===== src/rtl/truth_table_pkg.sv =====
// truth_table_pkg: shared state type, constants and scan-order mapping (TT_GRAY_ORDER_EN selects Gray order)
package truth_table_pkg;
  typedef enum logic {IDLE, SCAN} state_t;
  localparam int NUM_COMB = 8;
  localparam logic [2:0] LAST_STEP = 3'd7;
  function automatic logic [2:0] step_to_code(input logic [2:0] s);
`ifdef TT_GRAY_ORDER_EN
    return s ^ (s >> 1);
`else
    return s;
`endif
  endfunction
endpackage


===== src/rtl/truth_table_scanner_dwell.sv =====
// tt_dwell_counter: counts 0..DWELL-1 while enabled and flags the final clock of each hold
module tt_dwell_counter #(
  parameter int DWELL = 4
) (
  input  logic clk,
  input  logic rst,
  input  logic clear,
  input  logic enable,
  output logic last
);
  localparam int W = DWELL > 1 ? $clog2(DWELL) : 1;
  logic [W-1:0] count;
  assign last = count == W'(DWELL - 1);
  // wrap on the last clock so the next combination starts its hold from zero
  always_ff @(posedge clk or posedge rst)
    if (rst) count <= '0;
    else if (clear) count <= '0;
    else if (enable) count <= last ? '0 : count + W'(1);
endmodule


===== src/rtl/truth_table_scanner.sv =====
// truth_table_scanner: steps {a,b,c} through all 8 codes, holds each DWELL clocks and captures y into an 8-bit table (TT_GRAY_ORDER_EN: Gray order)
module truth_table_scanner
  import truth_table_pkg::*;
#(
  parameter int DWELL = 4
) (
  input  logic                clk,
  input  logic                rst,
  input  logic                start,
  input  logic                y,
  output logic                a,
  output logic                b,
  output logic                c,
  output logic                busy,
  output logic                done,
  output logic [NUM_COMB-1:0] truth_table
);
  state_t state, state_n;
  logic [2:0] step, step_n, abc, abc_n;
  logic [NUM_COMB-1:0] tt_n;
  logic done_n, clear, last;
  tt_dwell_counter #(.DWELL(DWELL)) u_dwell (
    .clk    (clk),
    .rst    (rst),
    .clear  (clear),
    .enable (state == SCAN),
    .last   (last)
  );
  assign {a, b, c} = abc;
  assign busy = state == SCAN;
  // next-state: accept start in IDLE, capture y at the end of each hold, finish after the eighth code
  always_comb begin
    state_n = state;
    step_n  = step;
    abc_n   = abc;
    done_n  = done;
    tt_n    = truth_table;
    clear   = 1'b0;
    if (state == IDLE) begin
      if (start) begin
        state_n = SCAN;
        step_n  = 3'd0;
        abc_n   = step_to_code(3'd0);
        done_n  = 1'b0;
        tt_n    = '0;
        clear   = 1'b1;
      end
    end else if (last) begin
      tt_n[abc] = y;
      if (step != LAST_STEP) begin
        step_n = step + 3'd1;
        abc_n  = step_to_code(step + 3'd1);
      end else begin
        state_n = IDLE;
        step_n  = 3'd0;
        abc_n   = 3'd0;
        done_n  = 1'b1;
      end
    end
  end
  // state register; a,b,c come straight from flops so y settles well before capture
  always_ff @(posedge clk or posedge rst)
    if (rst) begin
      state       <= IDLE;
      step        <= 3'd0;
      abc         <= 3'd0;
      done        <= 1'b0;
      truth_table <= '0;
    end else begin
      state       <= state_n;
      step        <= step_n;
      abc         <= abc_n;
      done        <= done_n;
      truth_table <= tt_n;
    end
endmodule

===== config.mk =====
export PLATFORM = sky130hd
export DESIGN_NAME = truth_table_scanner
export DESIGN_NICKNAME = d
export VERILOG_FILES = /design/src/rtl/truth_table_pkg.sv /design/src/rtl/truth_table_scanner_dwell.sv /design/src/rtl/truth_table_scanner.sv
export SDC_FILE = /design/constraint.sdc
export NUM_CORES = 1
export LEC_CHECK = 0
export CAP_MARGIN = 20
export CORE_UTILIZATION = 50
export DETAILED_ROUTE_END_ITERATION = 8
export GPL_ROUTABILITY_DRIVEN = 0
export PLACE_DENSITY = 0.79
export SETUP_SLACK_MARGIN = 0.15
export SYNTH_ARGS = -nofsm -noshare
export SYNTH_HDL_FRONTEND = slang
export SYNTH_SLANG_ARGS = --single-unit

===== constraint.sdc =====
create_clock -name clk -period 3.3 [get_ports clk]
set_input_delay 0.495 -clock clk [delete_from_list [all_inputs] [get_ports clk]]
set_output_delay 0.495 -clock clk [all_outputs]
set_load 0.02 [all_outputs]

=== Yosys cells after proc, flatten, opt, wreduce, memory -nomap -nowiden ===
Cells that the tools add are included.
Widths: inputs -> output; s select.

* Muxes and demuxes: 22
* Add/sub/neg operators: 2
* Equal/unequal tests: 4
* Reduce and logical (&&, ||, !) cells: 5
* Magnitude comparators: 2

{| class="wikitable"
|+ Operators by type and width
! operator !! number
|-
| $mux 8 || 3
|-
| $mux 3 || 4
|-
| $mux 1 || 10
|-
| $bwmux 8 || 1
|-
| $mux 2 || 3
|-
| $lt 3x4->1 const B || 1
|-
| $reduce_bool 2->1 || 2
|-
| $add 3x1->3 const B || 1
|-
| $demux 1 s3 || 1
|-
| $ge 3x1->1 const B || 1
|-
| $ne 3x3->1 const B || 1
|-
| $reduce_and 3->1 || 1
|-
| $add 2x1->2 const B || 1
|-
| $eq 2x2->1 const B || 1
|-
| $ne 2x1->1 const B || 1
|-
| $ne 2x2->1 const B || 1
|-
| $reduce_and 2->1 || 1
|-
| $logic_and 1x1->1 || 1
|}

* Register bits after elaboration: 15
* Output and inout bits: 13

=== Longest topological paths before layout ===
Gate-level depths: netlist of the first run.

* Word-level depth: 7
* Mapped depth: 5
* Gate-level depth less buffers: 4

=== By module ===
A second synthesis of the first run with hierarchy kept.

* Cell total of the unflattened synthesis: 68
* Area, all modules: 778.2 µm²

{| class="wikitable"
|+ Modules (own cells, without submodules)
! module !! cells an instance !! times used !! area each (µm²) !! seq. area each (µm²)
|-
| truth_table_scanner || 59 || 1 || 674.4 || 325.3
|-
| tt_dwell_counter || 9 || 1 || 103.8 || 50.0
|}

=== Least setup slack after synthesis of the first run ===
OpenSTA, ideal clock, no wires.

* Kind: reg2reg
* Start: register state (netlist: busy)
* End: register truth_table[4]
* Data arrival time: 1162 ps
* Path buffers: 1
* Library setup time: 126 ps
* Data required time: 3174 ps
* Clock period less this slack: 1288 ps
* Slack: 2012 ps
* Stages on the path, launching flop included: 4
* Path through: dfrtp_1 -> buf_6 -> mux2i_4 -> a221o_1

* Longest elaborated chain between the ends: 2
* Elaborated cells between the ends (all ways): 4
* Classes of those cells: eq/ne (1); mux (1); reduce/logical (2)

{| class="wikitable"
|+ RTL lines
! element !! RTL line !! source
|-
| from (decl) || truth_table_scanner.sv:18 || <nowiki>state_t state, state_n;</nowiki>
|-
| from (signal assigned) || truth_table_scanner.sv:70 || <nowiki>state <= state_n;</nowiki>
|-
| $ne 2x1->1 (no line) or $reduce_bool 2->1 (tied branches) || - ||
|-
| $reduce_and 2->1 (no line) || - ||
|-
| to (signal assigned) || truth_table_scanner.sv:74 || <nowiki>truth_table <= tt_n;</nowiki>
|-
| to (decl) || truth_table_scanner.sv:16 || <nowiki>output logic [NUM_COMB-1:0] truth_table</nowiki>
|}

Several ways; a longest one is shown, not always the timed one.
A chain may end at the register's enable or synchronous reset.

=== Final worst setup path of the first run ===
* Start: register state (netlist: busy)
* End: output busy

{| class="wikitable"
|+ RTL lines
! element !! RTL line !! source
|-
| to (decl) || truth_table_scanner.sv:14 || <nowiki>output logic busy,</nowiki>
|}

No word-level cell between the ends.

==> reports/metrics.csv, run 1 <==
metric,value,unit
outcome,"finished, final reports clean",
first-pass GRT wire length,2350,um
sequential share of power,40.9,%
Via density,5.92,
worst r2r src,busy,
CTS tree,done,
worst-case clock skew,2.68,ps
setup TNS,0,ps
number of global-route vias before repair,510,
Max-slew headroom,59.1,%
CP Launch Type,flop,
min Tclk post-route,2230,ps
Initial Util,56.6,%
initial DRC count,24,
R2R depth,3,
maximum VDD drop,0.528,mV
Synth Area in Simple Gates,17.4,%
final setup fails,0,
Worst Hold Class,flop to flop,
diodes inserted,0,
Tcrit/Tclk final,67.5,%
nets,102,
"Reg clk slew, reported paths",80,ps
Final Hold Viols,0,
critical path capture point type,output port,
slowest CP cell,dfrtp_1,
leading area contributor after synthesis,dfrtp_1,
All-Layer GR Usage,17.8,%
CP Data Arrival Time,1730,ps
Psw,0.364,mW
Comb pwr share,47.4,%
CP Cell Sequence,clkdlybuf4s50_1,
"delay-heaviest family, CP",flip-flops,
Core ar.,1380,sq um
Power Density,915,nW/um^2
Critical Path RT,2800,ps
complex-gate fraction of the synthesized area,18.9,%
row count,13,
Leakage,0.419,nW
# hold bufs at CTS,0,
Clk pwr share,11.7,%
worst path bufs/invs,1,
Die Width,41.5,um
post-CTS setup buffers,0,
top post-synthesis cells by area,"dfrtp_1, ha_1, nand2_1",
layout cells sized above 1,4.26,%
total CTS buffers,3,
"slowest stage delay, CP",740,ps
Antenna Nets Post-Route,0,
CP max FO,19,
Slew Limit Fails,0,
number of gates resized after CTS,0,
post-synth cell types,27,
Syn-to-layout area delta,21.9,%
max_cap viols,0,
hold depth,1,
switching share of power,41.7,%
combinational family with the most area after synthesis,compound AO/OA/AOI/OAI gates,
fin cells,109,
CP Depth,1,
worst-margin pin slew,613,ps
Worst-Skew Late Latency,280,ps
internal power,0.509,mW
#FFs+latches synth,15,
Yosys top cell area share,48.0,%
Placed Instances,105,
Syn Std Cell Area,782,sq um
"post-synthesis share of cell area spent on full adders, half adders and majority gates",4.80,%
GR Overflow Total,0,
"Seq/Total Area, Yosys",48.0,%
IO buf count,16,
Peak Freq,0.449,GHz
RSZ-0062 raised after global routing,false,
die area,1730,sq um
Syn Nets,86,
DRC,0,
Root Buffer,clkbuf_4,
synthesized instance count,79,
Synth warnings,0,
router iterations before antenna repair,4,
drt wl/cell,13.0,um
largest net degree at the start of global routing,20,
DRT Wirelength,1420,um
Setup Crit Path Kind,flop to output port,
crit path from,busy,
DIE HEIGHT,41.5,um
initial antenna violation count,0,
mux contribution to synthesized area,4.16,%
min-delay src,u_dwell.count[0],
xor/xnor share of the synthesized area,0,%
# IOs,17,
DP HPWL,952,um
htree depth,1,
Num Clock Sinks,15,
clk buf depth,2,
total number of vias,645,
Post-Syn Area per Cell,9.90,sq um
[cells in the final DEF (no fill, tap or decap), drive strengths merged, types with 4 or more instances in the layout]
cell type      netlist  final
dfrtp               15     15
a21oi                5      5
clkbuf               0      4
inv                  5      5
clkdlybuf4s50        0     16
nor2                 5      5
nand2               10     10
nand3                4      4
[final timing paths]
| path | endpoint | slack [ps] |
|---|---|---|
| max in group asynchronous | truth_table[5] | 2380 |
| max | busy | 1070 |
| min reg2reg | u_dwell.count[0] | 510 |
| min in group asynchronous | abc[2] | 560 |
| min | u_dwell.count[0] | 510 |
| max reg2reg | truth_table[0] | 1760 |
[power groups by stage]
| stage | logic (mW) | clock network (mW) | registers (mW) |
|---|---|---|---|
| 3_5_place_dp | 0.414 | 0 | 0.359 |
| 6_report | 0.414 | 0.102 | 0.357 |
| 5_1_grt | 0.449 | 0.113 | 0.372 |
| 4_1_cts | 0.415 | 0.107 | 0.356 |
| 2_1_floorplan | 0.233 | 0 | 0.385 |
| 3_3_place_gp | 0.405 | 0 | 0.359 |
[area by class of cell]
class	count	area [sq um]
fill	109	429
sequential	15	375
inverter	5	18.8
multi-input combinational	54	354
tap	15	18.8
timing repair buffer	16	160
clock buffer	4	26.3
[state kept, by name, summed over array words and instances (netlist names)]
register,cells
truth_table,8
busy,1
done,1
abc,3
u_dwell.count,2
[worst reg2reg max path: stages, from the launching register on]
cell	delay (ps)
dfrtp_1	740
mux2i_4	480
o21ai_0	150
o31ai_1	80
[per-stage QoR]
step / power, mW / hold WS, ps / util, % / instance area, sq um / worst slack [ps]
finish: 0.872 / 508 / 69.0 / 953 / 1070
global route: 0.935 / 538 / 69.0 / 953 / 980
CTS: 0.878 / 510 / 69.0 / 953 / 1070
detailed placement: 0.772 / 495 / 67.1 / 927 / 1390
global placement: 0.765 / 492 / 67.1 / 927 / 1400
floorplan: 0.618 / 396 / - / 782 / 2010
[routing by layer]
metal	vias up	GRT usage (%)	share of wire [%]
met5	-	0	0
met4	0	9.68	0.99
met3	2	3.04	4.9
met2	23	21.3	42
met1	302	29.5	52
li1	318	-	-
[cells in the mapped netlist (all sizes together)]
cell	number
buf	5
o22ai	1
dfrtp	15
o41ai	1
a221o	1
nand3b	1
nand2b	3
nor2	5
inv	5
and2	1
o31ai	2
mux2i	2
a21oi	5
or3	1
a22o	2
ha	3
nand4b	1
nand2	10
nand4	2
o21ai	3
o311ai	3
nand3	4
o211ai	2
o31a	1
[cell families after synthesis]
group	Yosys count
buffers and inverters	10
and+or+nand+nor	28
AOI/OAI and AO/OA	21
adders and majority gates	3
DFF	15
muxes	2
(Power assumes the default switching activity.)
==> inputs of run 2 (changes only) <==
- CORE_UTILIZATION: 50 -> 48
- PLACE_DENSITY: 0.79 -> 0.76
- clock period: 3.3 -> 2.3 ns (I/O delays scaled with it)
==> reports/metrics.csv, run 2 (same netlist as run 1, synthesis figures left out) <==
metric,value,unit,change
initial antenna violation count,0,,unchanged
drt wl/cell,14.1,um,+8.5%
Setup Crit Path Kind,flop to output port,,
row count,14,,+1
DRT Wirelength,1560,um,+11%
Clk pwr share,11.5,%,-0.2 points
DRC,0,,unchanged
Largest register FFs,8,,unchanged
outcome,"finished, final reports clean",,
"most common cell after layout, fill and taps aside",clkdlybuf4s50_1,,
GR Overflow Total,0,,unchanged
Antenna Nets Post-Route,0,,unchanged
worst-margin pin slew,571,ps,-42.1 ps
critical path capture point type,output port,,
Syn-to-layout area delta,23.0,%,
router iterations before antenna repair,4,,unchanged
DIE HEIGHT,42.4,um,+2.0%
Max-slew headroom,61.9,%,+2.8 points
IO buf count,16,,unchanged
initial DRC count,12,,-50%
final hold slack,416,ps,-92.2 ps
total chip power,1.26,mW,+45%
layout cells sized above 1,5.26,%,+1.0 points
# hold bufs at CTS,0,,unchanged
slowest CP cell,clkdlybuf4s50_1,,
sequential share of power,40.3,%,-0.6 points
CP max FO,16,,-3
nets,103,,+0.98%
Comb pwr share,48.2,%,+0.8 points
worst path bufs/invs,1,,unchanged
Psw,0.530,mW,+46%
All-Layer GR Usage,19.2,%,+1.4 points
max_cap viols,0,,unchanged
Root Buffer,clkbuf_4,,
min Tclk post-route,1930,ps,
Core ar.,1510,sq um,+9.0%
Die Width,42.4,um,+2.0%
CP Cell Sequence,clkdlybuf4s50_1,,
top flop regs,"truth_table x8, abc x3, u_dwell.count x2",,
CTS tree,done,,
total number of vias,652,,+1.1%
number of global-route vias before repair,573,,+12%
most frequent cells in the layout,"clkdlybuf4s50_1, dfrtp_1, nand2_1",,
first-pass GRT wire length,2560,um,+8.8%
largest net degree at the start of global routing,17,,-15%
switching share of power,41.9,%,+0.20 points
Num Clock Sinks,15,,unchanged
post-CTS setup buffers,0,,unchanged
min setup slack post-route,373,ps,-698 ps
Peak Freq,0.519,GHz,
die area,1790,sq um,+4.0%
RSZ-0062 raised after global routing,false,,
Power Density,1310,nW/um^2,+44%
"delay-heaviest family, CP",buffers and inverters,,
"Reg clk slew, reported paths",80,ps,about the same
worst-case clock skew,0.463,ps,-2.21 ps
Via density,5.87,,-0.74%
Worst Hold Class,input port to async pin,,
internal power,0.735,mW,+44%
setup TNS,0,ps,unchanged
Leakage,0.423,nW,+1.0%
final setup fails,0,,unchanged
Layout Utilization,63.9,%,-5.1 points
Critical Path RT,1960,ps,-840 ps
Filler cells,135,,+24%
number of gates resized after CTS,0,,unchanged
Final Hold Viols,0,,unchanged
htree depth,1,,unchanged
Top reg by flops,truth_table,,
total CTS buffers,3,,unchanged
# IOs,17,,unchanged
dpl ws,690,ps,-704 ps
diodes inserted,0,,unchanged
CP Launch Type,flop,,
Worst-Skew Late Latency,270,ps,about the same
Initial Util,51.9,%,-4.7 points
clk buf depth,2,,unchanged
Slew Limit Fails,0,,unchanged
CP Data Arrival Time,1580,ps,-150 ps
Tcrit/Tclk final,83.8,%,
maximum VDD drop,0.696,mV,+32%
"slowest stage delay, CP",690,ps,-50 ps
DP HPWL,1110,um,+17%
==> run 2: layout make-up <==
cell class / instances / area [sq um] / area share [%]
Clock buffer: 4 / 26.3 / 2.73
Timing Repair Buffer: 17 / 168 / 17.4
Sequential cell: 15 / 375 / 39.0
Inverter: 5 / 18.8 / 1.95
Tap cell: 16 / 20.0 / 2.08
Multi-Input combinational cell: 54 / 354 / 36.8
==> run 2: power groups by stage <==
stage	sequential (mW)	clock [mW]	combinational, mW
floorplan	0.552	0	0.335
global placement	0.504	0	0.590
detailed placement	0.513	0	0.613
CTS	0.507	0.152	0.614
global route	0.530	0.164	0.663
finish	0.510	0.145	0.609
==> run 2: through the flow <==
step | std cells | area (sq um)
2_1_floorplan | 79 | 782
3_3_place_gp | 107 | 936
3_5_place_dp | 107 | 936
4_1_cts | 111 | 962
5_1_grt | 111 | 962
6_report | 111 | 962
==> run 2: worst paths after layout <==
path	slack, ps	cells past startpoint	to	start
max	370	1	a	abc[2]
min	420	2	truth_table[3]	rst
max reg2reg	830	4	truth_table[0]	busy
min reg2reg	520	1	u_dwell.count[0]	u_dwell.count[0]
max in group asynchronous	1510	2	done	rst
min in group clk	520	1	u_dwell.count[0]	u_dwell.count[0]
==> run 2: per-layer routing <==
metal / wire length [um] / track usage, % / up-vias
met3: 64 / 5.60 / 4
met5: 0 / 0 / -
met1: 720 / 24.4 / 309
li1: - / - / 321
met2: 755 / 30.8 / 18
met4: 23 / 7.50 / 0
